`config.mk`:
```
export PLATFORM = sky130hd
export DESIGN_NAME = cpu_sram_arbiter
export DESIGN_NICKNAME = d
export VERILOG_FILES = /design/src/rtl/cpu_mem_pkg.sv /design/src/rtl/mem_resp_tracker.sv /design/src/rtl/cpu_sram_arbiter.sv
export SDC_FILE = /design/constraint.sdc
export NUM_CORES = 1
export LEC_CHECK = 0
export CAP_MARGIN = 5
export CORE_AREA = 2 2 107 109
export CTS_CLUSTER_SIZE = 25
export DETAILED_ROUTE_END_ITERATION = 8
export DIE_AREA = 0 0 109 111
export GPL_TIMING_DRIVEN = 0
export MAX_ROUTING_LAYER = met4
export PLACE_DENSITY_LB_ADDON = 0.1
export SKIP_LAST_GASP = 1
export SYNTH_ARGS = -nofsm -noshare
export SYNTH_HDL_FRONTEND = slang
export SYNTH_SLANG_ARGS = --single-unit
```
`constraint.sdc`:
```
create_clock -name clk -period 1.8 [get_ports clk]
set_clock_uncertainty 0.05 [all_clocks]
set_input_delay 0.27 -clock clk [delete_from_list [all_inputs] [get_ports clk]]
set_output_delay 0.27 -clock clk [all_outputs]
set_load 0.01 [all_outputs]
```
`src/rtl/cpu_mem_pkg.sv`:
```
// Shared types and bounds for the CPU-to-SRAM arbitration path.
// Latency: n/a (types and constants only).
// Backpressure: n/a.
package cpu_mem_pkg;

  // Arbiter/tracker state: IDLE has nothing outstanding, WAIT counts read latency.
  typedef enum logic {
    IDLE = 1'b0,
    WAIT = 1'b1
  } state_t;

  // Which channel owns the outstanding access.
  typedef enum logic {
    OWN_INST = 1'b0,
    OWN_DATA = 1'b1
  } owner_t;

  localparam int RD_LAT_MIN     = 1;
  localparam int RD_LAT_MAX     = 4;
  localparam int RD_LAT_DEF     = 1;
  localparam int STARVE_LIM_DEF = 4;

  // Latency counter only ever holds 0..RD_LAT_MAX-1.
  localparam int CNT_W = $clog2(RD_LAT_MAX);

endpackage

```
`src/rtl/mem_resp_tracker.sv`:
```
// Tracks the single outstanding SRAM access and times its response pulse.
// Latency: resp_fire asserts exactly RD_LAT cycles after the accepting cycle.
// Backpressure: none; the response cannot be stalled.
//
// Ports:
//   clk, resetn   clock and synchronous active-low reset
//   accept        an access is issued to the SRAM this cycle
//   accept_owner  channel that owns the access being issued
//   busy          an access is outstanding (state WAIT)
//   resp_fire     response cycle of the outstanding access
//   resp_owner    owner of the outstanding access
module mem_resp_tracker
  import cpu_mem_pkg::*;
#(
  parameter int RD_LAT = RD_LAT_DEF
) (
  input  logic   clk,
  input  logic   resetn,
  input  logic   accept,
  input  owner_t accept_owner,
  output logic   busy,
  output logic   resp_fire,
  output owner_t resp_owner
);

  localparam logic [CNT_W-1:0] CNT_LAST = CNT_W'(RD_LAT - 1);

  state_t           state_q, state_d;
  logic [CNT_W-1:0] cnt_q, cnt_d;
  owner_t           owner_q, owner_d;

  always_ff @(posedge clk) begin
    if (!resetn) begin
      state_q <= IDLE;
      cnt_q   <= '0;
      owner_q <= OWN_INST;
    end else begin
      state_q <= state_d;
      cnt_q   <= cnt_d;
      owner_q <= owner_d;
    end
  end

  always_comb begin
    state_d   = state_q;
    cnt_d     = cnt_q;
    owner_d   = owner_q;
    resp_fire = 1'b0;
    case (state_q)
      IDLE: ;
      WAIT: begin
        if (cnt_q == CNT_LAST) begin
          resp_fire = 1'b1;
          state_d   = IDLE;
          cnt_d     = '0;
        end else begin
          cnt_d = cnt_q + 1'b1;
        end
      end
      default: state_d = IDLE;
    endcase
    // A new accept overrides the return to IDLE, so a response cycle can
    // also issue the next access and keep one access per RD_LAT cycles.
    if (accept) begin
      state_d = WAIT;
      cnt_d   = '0;
      owner_d = accept_owner;
    end
  end

  assign busy       = (state_q == WAIT);
  assign resp_owner = owner_q;

endmodule

```
`src/rtl/cpu_sram_arbiter.sv`:
```
// Merges the core's fetch and data channels onto one single-port synchronous SRAM.
// Latency: grant is combinational; the response comes RD_LAT cycles after accept.
// Backpressure: addr_ok withheld while an access is outstanding or the other channel wins.
//
// Ports:
//   clk, resetn                        clock and synchronous active-low reset
//   inst_req/addr -> inst_addr_ok      fetch request and its accept strobe
//   inst_data_ok, inst_rdata           fetch response pulse and data
//   data_req/wr/wstrb/addr/wdata       load/store request
//   data_addr_ok, data_data_ok/rdata   load/store accept strobe and response
//   mem_en/we/addr/wdata, mem_rdata    SRAM port
//   busy                               an access is outstanding
module cpu_sram_arbiter
  import cpu_mem_pkg::*;
#(
  parameter int ADDR_W     = 32,
  parameter int DATA_W     = 32,
  parameter int RD_LAT     = RD_LAT_DEF,
  parameter int STARVE_LIM = STARVE_LIM_DEF
) (
  input  logic                clk,
  input  logic                resetn,
  input  logic                inst_req,
  input  logic [ADDR_W-1:0]   inst_addr,
  output logic                inst_addr_ok,
  output logic                inst_data_ok,
  output logic [DATA_W-1:0]   inst_rdata,
  input  logic                data_req,
  input  logic                data_wr,
  input  logic [DATA_W/8-1:0] data_wstrb,
  input  logic [ADDR_W-1:0]   data_addr,
  input  logic [DATA_W-1:0]   data_wdata,
  output logic                data_addr_ok,
  output logic                data_data_ok,
  output logic [DATA_W-1:0]   data_rdata,
  output logic                mem_en,
  output logic [DATA_W/8-1:0] mem_we,
  output logic [ADDR_W-1:0]   mem_addr,
  output logic [DATA_W-1:0]   mem_wdata,
  input  logic [DATA_W-1:0]   mem_rdata,
  output logic                busy
);

  localparam int              SW         = $clog2(STARVE_LIM + 1);
  localparam logic [SW-1:0]   STARVE_MAX = SW'(STARVE_LIM);

  logic          trk_busy;
  logic          resp_fire;
  owner_t        resp_owner;
  logic          window;
  logic          grant_data;
  logic          grant_inst;
  logic          resp_ok;
  logic [SW-1:0] starve_q;

  // Accept window: idle, or the outstanding response is delivered this cycle.
  // Everything is qualified by resetn so all outputs read 0 while in reset.
  assign window     = resetn && (!trk_busy || resp_fire);
  assign grant_data = window && data_req && !(inst_req && (starve_q == STARVE_MAX));
  assign grant_inst = window && inst_req && !grant_data;

  assign inst_addr_ok = grant_inst;
  assign data_addr_ok = grant_data;

  always_comb begin
    mem_en    = 1'b0;
    mem_we    = '0;
    mem_addr  = '0;
    mem_wdata = '0;
    if (grant_data) begin
      mem_en   = 1'b1;
      mem_addr = data_addr;
      if (data_wr) begin
        mem_we    = data_wstrb;
        mem_wdata = data_wdata;
      end
    end else if (grant_inst) begin
      mem_en   = 1'b1;
      mem_addr = inst_addr;
    end
  end

  // Starvation guard: counts data grants that bypassed a waiting fetch.
  always_ff @(posedge clk) begin
    if (!resetn) begin
      starve_q <= '0;
    end else if (!inst_req || grant_inst) begin
      starve_q <= '0;
    end else if (grant_data && (starve_q != STARVE_MAX)) begin
      starve_q <= starve_q + 1'b1;
    end
  end

  mem_resp_tracker #(
    .RD_LAT(RD_LAT)
  ) u_tracker (
    .clk         (clk),
    .resetn      (resetn),
    .accept      (grant_data || grant_inst),
    .accept_owner(grant_data ? OWN_DATA : OWN_INST),
    .busy        (trk_busy),
    .resp_fire   (resp_fire),
    .resp_owner  (resp_owner)
  );

  // Memory read data passes straight through to the owner only.
  assign resp_ok      = resetn && resp_fire;
  assign inst_data_ok = resp_ok && (resp_owner == OWN_INST);
  assign data_data_ok = resp_ok && (resp_owner == OWN_DATA);
  assign inst_rdata   = inst_data_ok ? mem_rdata : '0;
  assign data_rdata   = data_data_ok ? mem_rdata : '0;
  assign busy         = resetn && trk_busy;

endmodule

```
# Word level (Yosys, flattened, before mapping)
# Index checks and enable logic that the tools add are counted.
# totals
register_bits	7
inputBits	137
output_inout_bits	138
elab_cells	48
# op_classes
n_reduce_logical	21
n_bitwise	2
mux	17
n_addsub	2
n_eq_ne	2
# ops
operator	count
2-to-1 mux 32 bit	6
logical AND 1 bit	11
2-to-1 mux 1 bit	8
2-to-1 mux 4 bit	2
logical NOT 1 bit	4
OR reduction 2 bit	2
adder 3 x 1 -> 3 bit, second input constant	1
== test 3 bit, second input constant	1
logical OR 1 bit	3
inequality test 3 bit, second input constant	1
adder 2 x 1 -> 2 bit, second input constant	1
logical NOT 2 bit	1
2-to-1 mux 2 bit	1
inverter 1 bit	2

# Logic depth before layout (Yosys ltp)
# Gate-level depths: netlist of run 1.
# depth
depth_word	11
ltp_mapped	7
ltp_nobuf	5

# By module
# Synthesis of run 1 repeated with hierarchy kept, for this count alone.
# unflattened
cells_unflattened	326
hier_area_um2	2138.3
# by_module_without_submodules
mod	cells_per_inst	area_each_um2	instances	seq_area_each_um2
cpu_sram_arbiter	308	1954.4	1	60.1
mem_resp_tracker	18	183.9	1	80.1

# Worst setup path after synthesis of run 1
# OpenSTA, ideal clock, no wires.
# synth_path
path_kind	reg2out
from	reg u_tracker.cnt_q[0]
to	out mem_wdata[26]
path_stages_with_launch	8
arrival_time_ns	1.433
n_path_buf	2
required_ns	1.480
slack_ns	0.047
cell_sequence	dfxtp_1 inv_1 ha_1 nand2b_2 and4_4 buf_6 buf_6 and3_1
# synth_via
elab_chain_len	8
# synth_rtl
element	line	rtl
from (decl)	mem_resp_tracker.sv:29	logic [CNT_W-1:0] cnt_q, cnt_d;
from (signal assigned)	mem_resp_tracker.sv:39	cnt_q <= cnt_d;
logical NOT 2 bit	mem_resp_tracker.sv:52	if (cnt_q == CNT_LAST) begin
2-to-1 mux 1 bit	mem_resp_tracker.sv:52	
2-to-1 mux 1 bit	mem_resp_tracker.sv:49	case (state_q)
logical OR 1 bit	cpu_sram_arbiter.sv:58	assign window = resetn && (!trk_busy || resp_fire);
logical AND 1 bit	cpu_sram_arbiter.sv:58	
logical AND 1 bit (2 in a row)	cpu_sram_arbiter.sv:59	assign grant_data = window && data_req && !(inst_req && (starve_q == STARVE_MAX));
net data_addr_ok	cpu_sram_arbiter.sv:33	output logic data_addr_ok,
2-to-1 mux 32 bit	cpu_sram_arbiter.sv:70	if (grant_data) begin
to (decl)	cpu_sram_arbiter.sv:39	output logic [DATA_W-1:0] mem_wdata,
# The timed path passes the listed nets, and every way through them passes these cells.

# Final worst setup path of run 1
# layout_path
from	reg u_tracker.cnt_q[0]
to	out inst_rdata[9]
# layout_via
elab_chain_len	6
# layout_rtl
element	line	rtl
logical NOT 2 bit	mem_resp_tracker.sv:52	
2-to-1 mux 1 bit	mem_resp_tracker.sv:52	
2-to-1 mux 1 bit	mem_resp_tracker.sv:49	
logical AND 1 bit	cpu_sram_arbiter.sv:107	assign resp_ok = resetn && resp_fire;
logical AND 1 bit	cpu_sram_arbiter.sv:108	assign inst_data_ok = resp_ok && (resp_owner == OWN_INST);
2-to-1 mux 32 bit	cpu_sram_arbiter.sv:110	assign inst_rdata = inst_data_ok ? mem_rdata : '0;
to (decl)	cpu_sram_arbiter.sv:27	output logic [DATA_W-1:0] inst_rdata,
# No other way between the ends.

==> results of run 1 <==
state kept, by name (all words and copies together), names as in the netlist:
name                  flops
u_tracker.resp_owner      1
u_tracker.cnt_q           2
starve_q                  3
u_tracker.busy            1
how the worst max path moves through the flow:
stage | from | end | slack (ns) | cells past startpoint
floorplan | u_tracker.cnt_q[0] | mem_wdata[26] | 0.05 | 7
global placement | inst_req | mem_addr[6] | -0.77 | 6
detailed placement | inst_req | mem_addr[10] | -0.79 | 6
CTS | u_tracker.cnt_q[0] | mem_wdata[20] | -0.22 | 8
global route | u_tracker.cnt_q[0] | mem_wdata[22] | -0.29 | 8
finish | u_tracker.cnt_q[0] | inst_rdata[9] | -0.24 | 11
repair_timing:
action,CTS,global route
endpoints found under the setup margin,137,135
gates resized for setup,572,303
pin swaps,17,59
cloned,9,8
buffers inserted,20,32
logic make-up (layout without fill, tap and decap cells):
family                     Yosys count  count (layout)  synth area share
and+or+nand+nor                    188             188             0.638
DFF                                  7               7            0.0826
adders and majority gates            4               4            0.0295
AOI/OAI and AO/OA                   45              45             0.141
buffers and inverters               37             380             0.109
cells in the mapped netlist:
| master | n | area, sq um |
|---|---|---|
| ha_1 | 4 | 50.1 |
| nand2b_2 | 1 | 8.76 |
| and3_1 | 37 | 231 |
| or4_1 | 1 | 7.51 |
| buf_6 | 3 | 33.8 |
| buf_4 | 1 | 7.51 |
| dfxtp_1 | 7 | 140 |
| nor2b_1 | 1 | 6.26 |
| nand2_1 | 4 | 15.0 |
| a21bo_2 | 1 | 10.0 |
| clkbuf_1 | 10 | 37.5 |
| o21ai_0 | 3 | 15.0 |
| nand3b_1 | 2 | 15.0 |
| clkbuf_2 | 1 | 5.00 |
| buf_2 | 15 | 75.1 |
| a21boi_0 | 1 | 7.51 |
| a31o_1 | 1 | 8.76 |
| and4_4 | 1 | 11.3 |
| o31ai_1 | 1 | 7.51 |
| and2_1 | 65 | 407 |
| a21oi_1 | 38 | 190 |
| inv_2 | 1 | 3.75 |
| nor3b_1 | 1 | 7.51 |
| inv_1 | 4 | 15.0 |
| nor2_1 | 4 | 15.0 |
| nand3_1 | 69 | 345 |
| buf_1 | 2 | 7.51 |
| nand4_1 | 2 | 12.5 |
routing by layer:
metal	routed length [um]	vias up	GRT usage
met1	4740	1600	0.194
met4	207	0	0.0359
met3	1100	12	0.0382
li1	-	1670	-
met2	6840	160	0.330
met5	0	-	-
area by class of cell:
type | count | area share
Sequential cell | 7 | 0.0249
Clock buffer | 4 | 0.0132
Buffer | 31 | 0.0626
Timing Repair Buffer | 340 | 0.547
Inverter | 5 | 0.00314
Multi-Input combinational cell | 237 | 0.319
Tap cell | 143 | 0.0299
stage by stage:
stage                     instance area [sq um]  power, mW  cells  setup TNS (ns)
after floorplan                            1700      0.417    281               0
after global placement                     4610      0.967    697          -70.52
after detailed placement                   4610      0.970    697          -71.57
after CTS                                  5010       1.40    729          -14.40
after global routing                       5980       1.68    767          -24.62
final                                      5980       1.59    767          -16.66
where the power goes:
group | switching [mW] | leakage [nW] | total (mW) | internal, mW
registers | 0.00613 | 0.0596 | 0.166 | 0.160
logic | 0.392 | 2.70 | 1.05 | 0.662
clock network | 0.0797 | 0.0382 | 0.374 | 0.294
critical path, stage by stage, from the launching register on:
cell and delay, ns:
dfxtp_2 0.32, inv_2 0.05, ha_4 0.17, buf_12 0.12
nand3_4 0.05, nor2_4 0.05, buf_12 0.14, buf_8 0.12
buf_6 0.11, buf_6 0.11, and2_4 0.14, buf_6 0.11
==> results.yml, run 1 <==
sta:
  fin_crit_ns: 2.04
  rsz0062_at_grt: "true"
  fin_ws_ns: -0.245
  tightest_slew_ns: 0.409
  hold_viol_final: 0
  slew-limit-headroom: 0.727
  finalMaxSlewViolations: 0
  fin_crit_sh: 1.14
  final-setup-viol-count: 134
  hold_ws_ns: 0.375
  max_freq_mhz: 489
power_and_ir_drop:
  power_density_mw_per_mm2: 267
  power_leakage_nw: 2.80
  irDropWorstVdd_v: 0.000458
floorplan:
  core_area_sq_mm: 0.0111
  rows: 39
  die_w_um: 109
  io_pins: 275
  die_area_sq_mm: 0.0121
  start_util: 0.153
  die_h_um: 111
routing:
  vias_per_cell: 4.49
  first_iter_violations: 96
  postRouteAntennaNets: 0
  wl_per_cell_um: 16.8
  vias: 3442
  postRouteWirelength_um: 12900
  firstDrtPassIters: 4
  drc: 0
layout:
  fin_nets: 766
  multiInputGateArea_sq_mm: 0.00191
  syn2layout_area_growth_pct: 252
  fillerInstances: 1064
  final_common_cell: "clkdlybuf4s50_1"
  final_cell_mix: "clkdlybuf4s50_1 (134), buf_6 (95), buf_2 (68)"
  postLayoutCoreUtil: 0.540
  drive_gt1_frac: 0.593
  antennaDiodeCount: 0
  regArea_sq_um: 149
status:
  outcome: "finished, violations left"
  violations: "negative setup slack"
grt:
  grt_pass1_vias: 3217
  grt_max_degree: 11
  antenna_found_initial: 0
  overflow: 0
  grt_util_all_layers: 0.179
  grt_pass1_wl_um: 16900
yosys:
  mappedNetlistNets: 422
  syn_avg_cell_area_sq_um: 6.04
  synthCells: 281
  synth_area_sq_mm: 0.00170
  synth_seq_cells: 7
  yosysWarningCount: 0
  ys_seq_area_frac: 0.0826
  synth.distinct_cells: 28
setup_path:
  r2r-end: "u_tracker.resp_owner"
  cp-start-kind: "flip-flop"
  crit_fanout: 5
  endpoint_kind: "primary output"
  critPathArrivalTime_ns: 1.72
  reg2reg_slack_ns: 0.08
  worst-setup-path-type: "flip-flop to primary output"
  reg2reg_from: "starve_q[0]"
  cp_data_required_time_ns: 1.48
  rr_worst_depth: 9
flow_run:
  maxCapViolations: 0
clock_network:
  clkTransAtPathRegs_ns: 0.04
  cts_buffer_depth: 2
  cts.sinks: 7
  numCtsBuffers: 3
  cts_tree: "built"
  htree_levels: 1
  cts-root-buf: "clkbuf_16"
  clk_latency_ns: 0.23
  hold_buffers: 0
worst_hold_path:
  worst_hold_path.endpoint: "starve_q[0]"
  worst_hold_path.num_cells: 3
  hold_class: "input port to flip-flop"
  min_from: "resetn"
placed_design:
  io_buffer_count: 273
  pre_cts_slack_ns: -0.785
  routabilityCongestion: 0.789
  dp_hpwl_um: 8860
Power figures use the tool's default switching activity.
==> inputs of run 2 (changes only) <==
--- a/config.mk
+++ b/config.mk
@@ -12,8 +12,9 @@
 export DIE_AREA = 0 0 109 111
 export GPL_TIMING_DRIVEN = 0
 export MAX_ROUTING_LAYER = met4
-export PLACE_DENSITY_LB_ADDON = 0.1
+export PLACE_DENSITY = 0.65
 export SKIP_LAST_GASP = 1
 export SYNTH_ARGS = -nofsm -noshare
 export SYNTH_HDL_FRONTEND = slang
 export SYNTH_SLANG_ARGS = --single-unit
+export TNS_END_PERCENT = 10
==> results.yml, run 2 (synthesis gave the netlist of run 1 again) <==
status:
  outcome: "finished, violations left"
  violations: "negative setup slack"
floorplan:
  die_w_um: 109
  die_h_um: 111
  die_area_sq_mm: 0.0121
  core_area_sq_mm: 0.0111
  io_pins: 275
  start_util: 0.153
  rows: 39
clock_network:
  cts.sinks: 7
  clk_latency_ns: 0.23
  cts-root-buf: "clkbuf_16"
  numCtsBuffers: 3
  clkTransAtPathRegs_ns: 0.04
  cts_tree: "built"
  cts_buffer_depth: 2
  htree_levels: 1
setup_path:
  cp-start-kind: "flip-flop"
  crit_fanout: 7
  reg2reg_from: "starve_q[0]"
  r2r-end: "u_tracker.resp_owner"
  endpoint_kind: "primary output"
  cp_slowest_cell: "dfxtp_2"
  rr_worst_depth: 9
  crit_top_cell: "buf_6"
  critical_path.max_stage_delay_ns: 0.33
  critPathArrivalTime_ns: 1.73
  path_cells: "inv_2 -> ha_4 -> nand3_4 -> and4_4 -> buf_6 -> buf_6 -> and3_4 -> buf_6"
  worst-setup-path-type: "flip-flop to primary output"
  reg2reg_slack_ns: 0.06
  cp_data_required_time_ns: 1.48
routing:
  met3_wirelength_um: 1110
  vias: 3260
  highest_layer: "met4"
  vias_per_cell: 4.52
  wl_per_cell_um: 16.1
  routed-wl-met2_um: 6040
  drt-met1-wl_um: 4200
  postRouteWirelength_um: 11600
  drc: 0
  firstDrtPassIters: 4
  first_iter_violations: 154
  postRouteAntennaNets: 0
layout:
  top_register: "starve_q"
  final_cell_mix: "clkdlybuf4s50_1 (138), dlygate4sd2_1 (76), nand3_1 (68)"
  drive_gt1_frac: 0.211
  largest_register_ffs: 3
  antennaDiodeCount: 0
  final_common_cell: "clkdlybuf4s50_1"
  fin_cells: 722
  fin_nets: 721
  reg_top3: "starve_q (3), u_tracker.cnt_q (2)"
  syn2layout_area_growth_pct: 189
sta:
  hold_viol_final: 0
  setup-tns-final_ns: -19.49
  hold_ws_ns: 0.317
  fin_crit_sh: 1.14
  fin_crit_ns: 2.05
  slew-limit-headroom: 0.747
  fin_ws_ns: -0.248
  rsz0062_at_grt: "true"
  tightest_slew_ns: 0.380
  final-setup-viol-count: 137
  finalMaxSlewViolations: 0
  max_freq_mhz: 488
power_and_ir_drop:
  irDropWorstVdd_v: 0.000257
  power.switching_fraction: 0.298
  power_leakage_nw: 2.42
  p_int_mw: 0.958
  p_total_mw: 1.37
  clkPwrFrac: 0.280
  p_switching_mw: 0.407
  pwr-share-comb: 0.598
  power_density_mw_per_mm2: 278
  p_seq_frac: 0.122
grt:
  antenna_found_initial: 0
  grt_pass1_wl_um: 17300
  grt_util_all_layers: 0.184
  grt_max_degree: 11
  overflow: 0
  grt_pass1_vias: 3320
worst_hold_path:
  hold_class: "input port to flip-flop"
  worst_hold_path.num_cells: 2
  worst_hold_path.endpoint: "u_tracker.resp_owner"
  min_from: "resetn"
placed_design:
  dp_hpwl_um: 9500
  io_buffer_count: 273
  dp.cells: 697
  routabilityCongestion: 0.888
flow_run:
  maxCapViolations: 0
==> run 2: cell count changes in the layout (fill, tap and decap cells not counted), moves of 31 or more <==
cell           delta
dlygate4sd2_1    +73
a21oi_2          -31
a21oi_1          +31
buf_6            -77
and2_1           +45
and2_4           -45
buf_2            -50
==> run 2: power by group through the flow <==
stage               Sequential (mW)  Clock [mW]  Combinational, mW
finish                        0.167       0.382              0.817
global route                  0.167       0.400              0.876
CTS                           0.167       0.385              0.816
detailed placement            0.168           0              0.816
global placement              0.167           0              0.808
floorplan                     0.166           0              0.251
==> run 2: worst max path at each step <==
stage,from,to,depth (start not counted)
detailed placement,inst_req,mem_addr[25],6
floorplan,u_tracker.cnt_q[0],mem_wdata[26],7
global placement,inst_req,mem_addr[25],6
CTS,u_tracker.cnt_q[0],mem_wdata[30],8
global route,u_tracker.cnt_q[1],mem_wdata[30],8
finish,starve_q[0],mem_wdata[30],8
==> run 2: area by class of cell <==
cell class | count | area (sq um)
Sequential cell | 7 | 149
Multi-Input combinational cell | 237 | 1470
Fill cell | 1170 | 6170
Clock buffer | 4 | 78.8
Inverter | 5 | 18.8
Tap cell | 143 | 179
Timing Repair Buffer | 295 | 2740
Buffer | 31 | 273
==> run 2: metrics by stage <==
stage	util	cell area [sq um]	worst slack, ns
after floorplan	-	1700	0.0469
after global placement	0.416	4610	-0.770
after detailed placement	0.416	4610	-0.813
after CTS	0.440	4880	-0.268
after global routing	0.443	4910	-0.299
final	0.443	4910	-0.248
==> run 2: worst max-delay path, delay by kind of cell, from the launching register on <==
kind / cells / cell delay, ns
fa+ha+maj: 1 / 0.17
buf+inv: 4 / 0.42
flops: 1 / 0.33
simple gates: 3 / 0.56
==> run 2: layer usage <==
layer,up-vias,GRT usage
met5,-,-
li1,1574,-
met3,20,0.0335
met1,1478,0.189
met2,188,0.346
met4,0,0.0573
==> run 2: what timing repair did <==
item / CTS / global route
setup endpoints to repair: 137 / 138
gates resized for setup: 325 / 19
pin swaps: 9 / 3
setup buffers: 12 / 4
cloned: 6 / 0
hold buffers: 0 / 0
